<file path="src/rtl/mem_ctrl.sv">
// mem_ctrl: data-side memory controller answering the EX-stage memctrl request.
// Accepts one request, runs one req/ack transaction on the data bus and holds the
// pipeline (o_memctrl_stall) until the transaction completes. Load data comes back
// lane-aligned and sign/zero-extended; a bus error or a timeout gives a data abort.
//
// Ports
//   i_clk, i_rst             clock, synchronous active-high reset
//   i_memctrl_*              request from EX (vld/wr/sign/size/addr/wdata)
//   o_memctrl_stall          freeze IF/ID/EX
//   o_memctrl_rdata/_vld     formatted load data and its 1-cycle valid pulse
//   o_memctrl_abort          1-cycle data abort pulse
//   o_bus_*                  req/we/addr/be/wdata towards the data bus
//   i_bus_ack/err/rdata      bus response (err wins over ack)
module mem_ctrl #(
  parameter int TIMEOUT = 255,
  parameter int TO_W    = 8
) (
  input  logic        i_clk,
  input  logic        i_rst,
  input  logic        i_memctrl_vld,
  input  logic        i_memctrl_wr,
  input  logic        i_memctrl_sign,
  input  logic [1:0]  i_memctrl_size,
  input  logic [31:0] i_memctrl_addr,
  input  logic [31:0] i_memctrl_wdata,
  output logic        o_memctrl_stall,
  output logic [31:0] o_memctrl_rdata,
  output logic        o_memctrl_rdata_vld,
  output logic        o_memctrl_abort,
  output logic        o_bus_req,
  output logic        o_bus_we,
  output logic [31:0] o_bus_addr,
  output logic [3:0]  o_bus_be,
  output logic [31:0] o_bus_wdata,
  input  logic        i_bus_ack,
  input  logic        i_bus_err,
  input  logic [31:0] i_bus_rdata
);

  typedef enum logic [1:0] {
    S_IDLE = 2'd0,
    S_REQ  = 2'd1,
    S_DONE = 2'd2
  } state_e;

  // Last counter value before the forced abort; unused when the timeout is disabled.
  localparam logic [TO_W-1:0] TO_LAST = (TIMEOUT > 0) ? TO_W'(TIMEOUT - 1) : '0;

  state_e           state_q, state_d;
  logic             wr_q, wr_d;
  logic             sign_q, sign_d;
  logic [1:0]       size_q, size_d;
  logic [1:0]       lane_q, lane_d;
  logic [29:0]      addr_hi_q, addr_hi_d;
  logic [3:0]       be_q, be_d;
  logic [31:0]      wdata_q, wdata_d;
  logic [TO_W-1:0]  cnt_q, cnt_d;
  logic [31:0]      rdata_q, rdata_d;
  logic             rdata_vld_q, rdata_vld_d;
  logic             abort_q, abort_d;

  function automatic logic [3:0] store_be(input logic wr, input logic [1:0] size,
                                          input logic [1:0] a);
    logic [3:0] be;
    be = 4'b1111;
    if (wr) begin
      case (size)
        2'b00:   be = 4'b0001 << a;
        2'b01:   be = a[1] ? 4'b1100 : 4'b0011;
        default: be = 4'b1111;
      endcase
    end
    return be;
  endfunction

  function automatic logic [31:0] store_wdata(input logic [1:0] size, input logic [31:0] d);
    logic [31:0] w;
    case (size)
      2'b00:   w = {4{d[7:0]}};
      2'b01:   w = {2{d[15:0]}};
      default: w = d;
    endcase
    return w;
  endfunction

  // Word loads rotate right by the byte offset (ARMv4 unaligned LDR); a shift of
  // 32 yields zero, so the aligned case needs no special handling.
  function automatic logic [31:0] load_fmt(input logic [1:0] size, input logic sgn,
                                           input logic [1:0] a, input logic [31:0] r);
    logic [31:0] sh;
    logic [5:0]  amt;
    logic [31:0] f;
    amt = {1'b0, a, 3'b000};
    case (size)
      2'b00: begin
        sh = r >> amt;
        f  = {{24{sgn & sh[7]}}, sh[7:0]};
      end
      2'b01: begin
        sh = r >> {a[1], 4'b0000};
        f  = {{16{sgn & sh[15]}}, sh[15:0]};
      end
      default: begin
        sh = '0;
        f  = (r >> amt) | (r << (6'd32 - amt));
      end
    endcase
    return f;
  endfunction

  always_comb begin
    state_d     = state_q;
    wr_d        = wr_q;
    sign_d      = sign_q;
    size_d      = size_q;
    lane_d      = lane_q;
    addr_hi_d   = addr_hi_q;
    be_d        = be_q;
    wdata_d     = wdata_q;
    cnt_d       = cnt_q;
    rdata_d     = rdata_q;
    rdata_vld_d = 1'b0;
    abort_d     = 1'b0;
    case (state_q)
      S_IDLE: begin
        if (i_memctrl_vld) begin
          wr_d      = i_memctrl_wr;
          sign_d    = i_memctrl_sign;
          size_d    = i_memctrl_size;
          lane_d    = i_memctrl_addr[1:0];
          addr_hi_d = i_memctrl_addr[31:2];
          be_d      = store_be(i_memctrl_wr, i_memctrl_size, i_memctrl_addr[1:0]);
          wdata_d   = store_wdata(i_memctrl_size, i_memctrl_wdata);
          cnt_d     = '0;
          state_d   = S_REQ;
        end
      end
      S_REQ: begin
        if (i_bus_err) begin
          abort_d = 1'b1;
          state_d = S_DONE;
        end else if (i_bus_ack) begin
          if (!wr_q) begin
            rdata_d     = load_fmt(size_q, sign_q, lane_q, i_bus_rdata);
            rdata_vld_d = 1'b1;
          end
          state_d = S_DONE;
        end else if ((TIMEOUT > 0) && (cnt_q == TO_LAST)) begin
          abort_d = 1'b1;
          state_d = S_DONE;
        end else begin
          cnt_d = cnt_q + 1'b1;
        end
      end
      // Request inputs still show the finished request here, so they are ignored.
      S_DONE:  state_d = S_IDLE;
      default: state_d = S_IDLE;
    endcase
  end

  always_ff @(posedge i_clk) begin
    if (i_rst) begin
      state_q     <= S_IDLE;
      wr_q        <= 1'b0;
      sign_q      <= 1'b0;
      size_q      <= 2'b00;
      lane_q      <= 2'b00;
      addr_hi_q   <= '0;
      be_q        <= '0;
      wdata_q     <= '0;
      cnt_q       <= '0;
      rdata_q     <= '0;
      rdata_vld_q <= 1'b0;
      abort_q     <= 1'b0;
    end else begin
      state_q     <= state_d;
      wr_q        <= wr_d;
      sign_q      <= sign_d;
      size_q      <= size_d;
      lane_q      <= lane_d;
      addr_hi_q   <= addr_hi_d;
      be_q        <= be_d;
      wdata_q     <= wdata_d;
      cnt_q       <= cnt_d;
      rdata_q     <= rdata_d;
      rdata_vld_q <= rdata_vld_d;
      abort_q     <= abort_d;
    end
  end

  // Stall rises in the accepting IDLE cycle itself so EX cannot advance past the request.
  assign o_memctrl_stall     = !i_rst && (((state_q == S_IDLE) && i_memctrl_vld) ||
                                          (state_q == S_REQ));
  assign o_memctrl_rdata     = rdata_q;
  assign o_memctrl_rdata_vld = rdata_vld_q;
  assign o_memctrl_abort     = abort_q;
  assign o_bus_req           = (state_q == S_REQ);
  assign o_bus_we            = wr_q;
  assign o_bus_addr          = {addr_hi_q, 2'b00};
  assign o_bus_be            = be_q;
  assign o_bus_wdata         = wdata_q;

endmodule

</file>
<file path="config.mk">
export PLATFORM = sky130hd
export DESIGN_NAME = mem_ctrl
export DESIGN_NICKNAME = d
export VERILOG_FILES = /design/src/rtl/mem_ctrl.sv
export SDC_FILE = /design/constraint.sdc
export NUM_CORES = 1
export LEC_CHECK = 0
export BUFFER_PORTS_ARGS = -buffer_cell sky130_fd_sc_hd__buf_2
export CORE_MARGIN = 3
export CORE_UTILIZATION = 50
export DETAILED_ROUTE_END_ITERATION = 10
export GPL_TIMING_DRIVEN = 0
export PLACE_DENSITY = 0.9
export SLEW_MARGIN = 30
export SYNTH_ARGS = -nofsm -noshare
export SYNTH_HDL_FRONTEND = slang
export SYNTH_SLANG_ARGS = --single-unit
</file>
<file path="constraint.sdc">
create_clock -name i_clk -period 6.82 [get_ports i_clk]
set_input_delay 0.341 -clock i_clk [delete_from_list [all_inputs] [get_ports i_clk]]
set_output_delay 0.341 -clock i_clk [all_outputs]
set_load 0.005 [all_outputs]
</file>
==> impl_metrics.csv <==
group,metric,value,unit
run_status,status,"finished, final reports clean",
timing,setup_viol,0,
synth,ys_ff_latch,116,
cells_and_area,layout-drive-gt1-share,0.299,
timing,finalCritPeriodShare,0.405,
synth,yosys.area_share.adder,0.00638,
clock_tree,cts_tree,"built",
clock_tree,numCtsBuffers,17,
timing,hold_viol,0,
cells_and_area,nFillCells,903,
pwr,peakVddDrop,0.235,mV
global_routing,gr-total-overflow,0,
synth,synth-simple-area-share,0.206,
global_routing,grtUsageMet1,0.359,
timing,tns,0,ns
synth,synthMuxAreaShare,0.0808,
floorplan,pin_count,210,
worst_setup_path,worstPathArrival,3.04,ns
global_routing,grt_start_max_net_pins,17,
cells_and_area,nNetsFinal,1072,
placement,gp_congestion,0.981,
floorplan,core,0.0112,mm²
synth,syn_inst,738,
clock_tree,clock_path_buffers,2,
synth,synth.distinct_cells,61,
worst_setup_path,crit_path_end_kind,"flip-flop",
clock_tree,cts_sinks,116,
routing,ant_nets,0,
flow_run,maxCapViolCount,0,
floorplan,die_x,114,µm
synth,synth_top_family_by_area,"compound AO/OA/AOI/OAI gates",
synth,mappedNetlistArea,0.00588,mm²
worst_setup_path,critPathLaunchType,"flip-flop",
floorplan,fp.dieArea,0.0131,mm²
global_routing,grt_pass1_vias,6354,
synth,seq_area_frac_synth,0.395,
cells_and_area,area_growth,30.6,%
timing,fin_crit,2.76,ns
placement,portBuffers,206,
global_routing,top_usage_layer,"met2",
clock_tree,ctsHtreeMaxLevel,4,
min_path,hold_class,"in2reg",
timing,drv_slew,0,
worst_setup_path,path_class,"reg2reg",
synth,synth_xor_area_frac,0.0104,
timing,timing.fmax,362,MHz
routing,drtIter0Drc,618,
pwr,p_leak,3.38,nW
timing,worst_slew_pin_slew,0.668,ns
clock_tree,clk_pin_slew,0.06,ns
floorplan,dieHeight,114,µm
clock_tree,cts-root-buf,"clkbuf_16",
synth,synth_enable_flop_cells,0,
global_routing,grt_pass1_wl,31.2,mm
cells_and_area,regArea,0.00232,mm²
clock_tree,cts_setup_buffers,0,
placement,pre_cts_ws,4.14,ns
pwr,power.density,253,mW/mm²
timing,slew_headroom,0.553,
synth,ys.warnings.count,0,
clock_tree,cts-resized-gates,0,
timing,grt_setup_unrepaired,"no",
global_routing,grt.met2_usage,0.494,
worst_setup_path,cp.required,7.10,ns
global_routing,antenna_found_initial,0,
synth,async_reset_ff_frac,0,
floorplan,initial_core_util,0.527,
routing,drc,0,
routing,drt-pass1-iter-count,5,
synth,synth-compound-area-share,0.247,
global_routing,groute.usage.overall,0.302,
synth,ys.flop_type,"dfxtp_1",
worst_setup_path,critPathMaxFanout,10,
routing,wl_per_cell,17.7,µm
routing,wl,19.8,mm
clock_tree,clock_latency,0.42,ns
timing,fin_skew,0.00942,ns
clock_tree,hold_buffers,0,
routing,routed_via_density,5.86,
placement,dp_hpwl,14.8,mm
synth,avgSynthCellArea,7.97,µm²
floorplan,row_count,38,
global_routing,met3_usage,0.0893,
timing,fin_ws,4.06,ns
cells_and_area,multi_input_area,0.00325,mm²
routing,vias,6550,
## logic make-up (layout without fill, tap and decap cells)
kind of cell	count (synthesis)	count (layout)
and+or+nand+nor	277	277
AOI/OAI and AO/OA	219	219
DFF	116	116
buffers and inverters	69	307
muxes	46	46
xor gates and xnor gates	7	7
adders and majority gates	3	3
other	1	3
## cells in the mapped netlist, drive strengths merged, types with 2 or more instances
cell,instances,area (µm²)
nand2,153,577
dfxtp,116,2320
a21oi,80,415
nor2,73,282
a211oi,36,270
mux2i,34,340
o21ai,34,170
buf,30,168
clkbuf,28,106
a221oi,13,114
mux2,12,135
inv,11,41.3
nand2b,9,63.8
nor2b,9,56.3
o211ai,9,67.6
a311oi,8,70.1
a21boi,7,63.8
a2bb2oi,7,61.3
a32o,7,70.1
xor2,6,52.6
nand4,5,31.3
nor3,5,30.0
and2,4,25.0
and3,4,25.0
nand3,4,20.0
a21o,3,22.5
ha,3,37.5
o31ai,3,22.5
a31oi,2,27.5
and3b,2,17.5
nor3b,2,31.3
o21a,2,15.0
o22ai,2,12.5
or2,2,12.5
## worst paths after layout
kind / start / endpoint / slack [ns] / depth (start not counted)
min reg2reg: addr_hi_q[16] / addr_hi_q[16] / 0.45 / 2
max reg2reg: lane_q[0] / o_memctrl_rdata[2] / 4.06 / 10
min: i_memctrl_addr[20] / addr_hi_q[18] / 0.16 / 3
max: lane_q[0] / o_memctrl_rdata[2] / 4.06 / 10
## cells in the final DEF (no fill, tap or decap), types with 4 or more instances in the layout
| cell type | instances |
|---|---|
| mux2_2 | 12 |
| mux2i_1 | 34 |
| a2bb2oi_1 | 7 |
| inv_6 | 4 |
| buf_1 | 5 |
| clkbuf_1 | 27 |
| a32o_1 | 7 |
| nand3_1 | 4 |
| nand2b_1 | 8 |
| inv_8 | 5 |
| clkbuf_16 | 17 |
| a221oi_1 | 13 |
| nand4_1 | 5 |
| nand2_1 | 152 |
| a21boi_0 | 6 |
| nor2_1 | 70 |
| nor2b_1 | 9 |
| inv_1 | 11 |
| buf_4 | 7 |
| o21ai_0 | 34 |
| o211ai_1 | 9 |
| and3_1 | 4 |
| xor2_1 | 6 |
| buf_2 | 223 |
| a211oi_1 | 36 |
| dfxtp_1 | 116 |
| and2_1 | 4 |
| nor3_1 | 4 |
| a311oi_1 | 8 |
| a21oi_1 | 78 |
## routing by layer
metal,part of all wire,up-vias,wire length [µm]
met1,0.38,3003,7480
li1,-,3055,-
met4,0.040,0,783
met2,0.47,419,9360
met5,0,-,0
met3,0.11,73,2190
## critical path, cell delays in order (launching register included)
cell	delay (ns)
dfxtp_1	0.41
buf_4	0.23
buf_4	0.19
inv_1	0.10
ha_1	0.34
or2_1	0.11
buf_2	0.22
nor2_1	0.06
a22o_1	0.36
a221oi_1	0.50
nor3_1	0.09
## flip-flops by register name, indices dropped and copies added (netlist names)
register,count
o_bus_wdata,32
size_q,2
o_memctrl_abort,1
o_bus_we,1
cnt_q,8
addr_hi_q,30
o_bus_be,4
o_memctrl_rdata_vld,1
o_memctrl_rdata,32
lane_q,2
sign_q,1
state_q,2
## where the power goes
part           switching [mW]  internal [mW]
registers              0.0210          0.716
clock network           0.368          0.518
logic                   0.193          0.130
total                   0.582           1.36
## layout make-up
| class | count | share of cell area |
|---|---|---|
| buffer | 58 | 0.0357 |
| sequential | 116 | 0.302 |
| timing repair buffer | 206 | 0.134 |
| inverter | 11 | 0.00537 |
| clock inverter | 15 | 0.0210 |
| multi-input combinational | 554 | 0.423 |
| clock buffer | 17 | 0.0554 |
| tap | 140 | 0.0228 |
| antenna | 1 | 0.000326 |
## metrics by stage
step | utilization | hold WS (ns) | area, µm² | std cells | power, mW
after global routing | 0.687 | 0.148 | 7680 | 1117 | 2.01
after CTS | 0.687 | 0.146 | 7680 | 1117 | 1.94
after global placement | 0.635 | 0.438 | 7090 | 1085 | 1.06
after floorplan | - | 0.437 | 5890 | 739 | 0.932
final | 0.688 | 0.156 | 7680 | 1118 | 1.95
after detailed placement | 0.635 | 0.443 | 7090 | 1085 | 1.07
No activity file was read; power rests on OpenSTA's default activity.
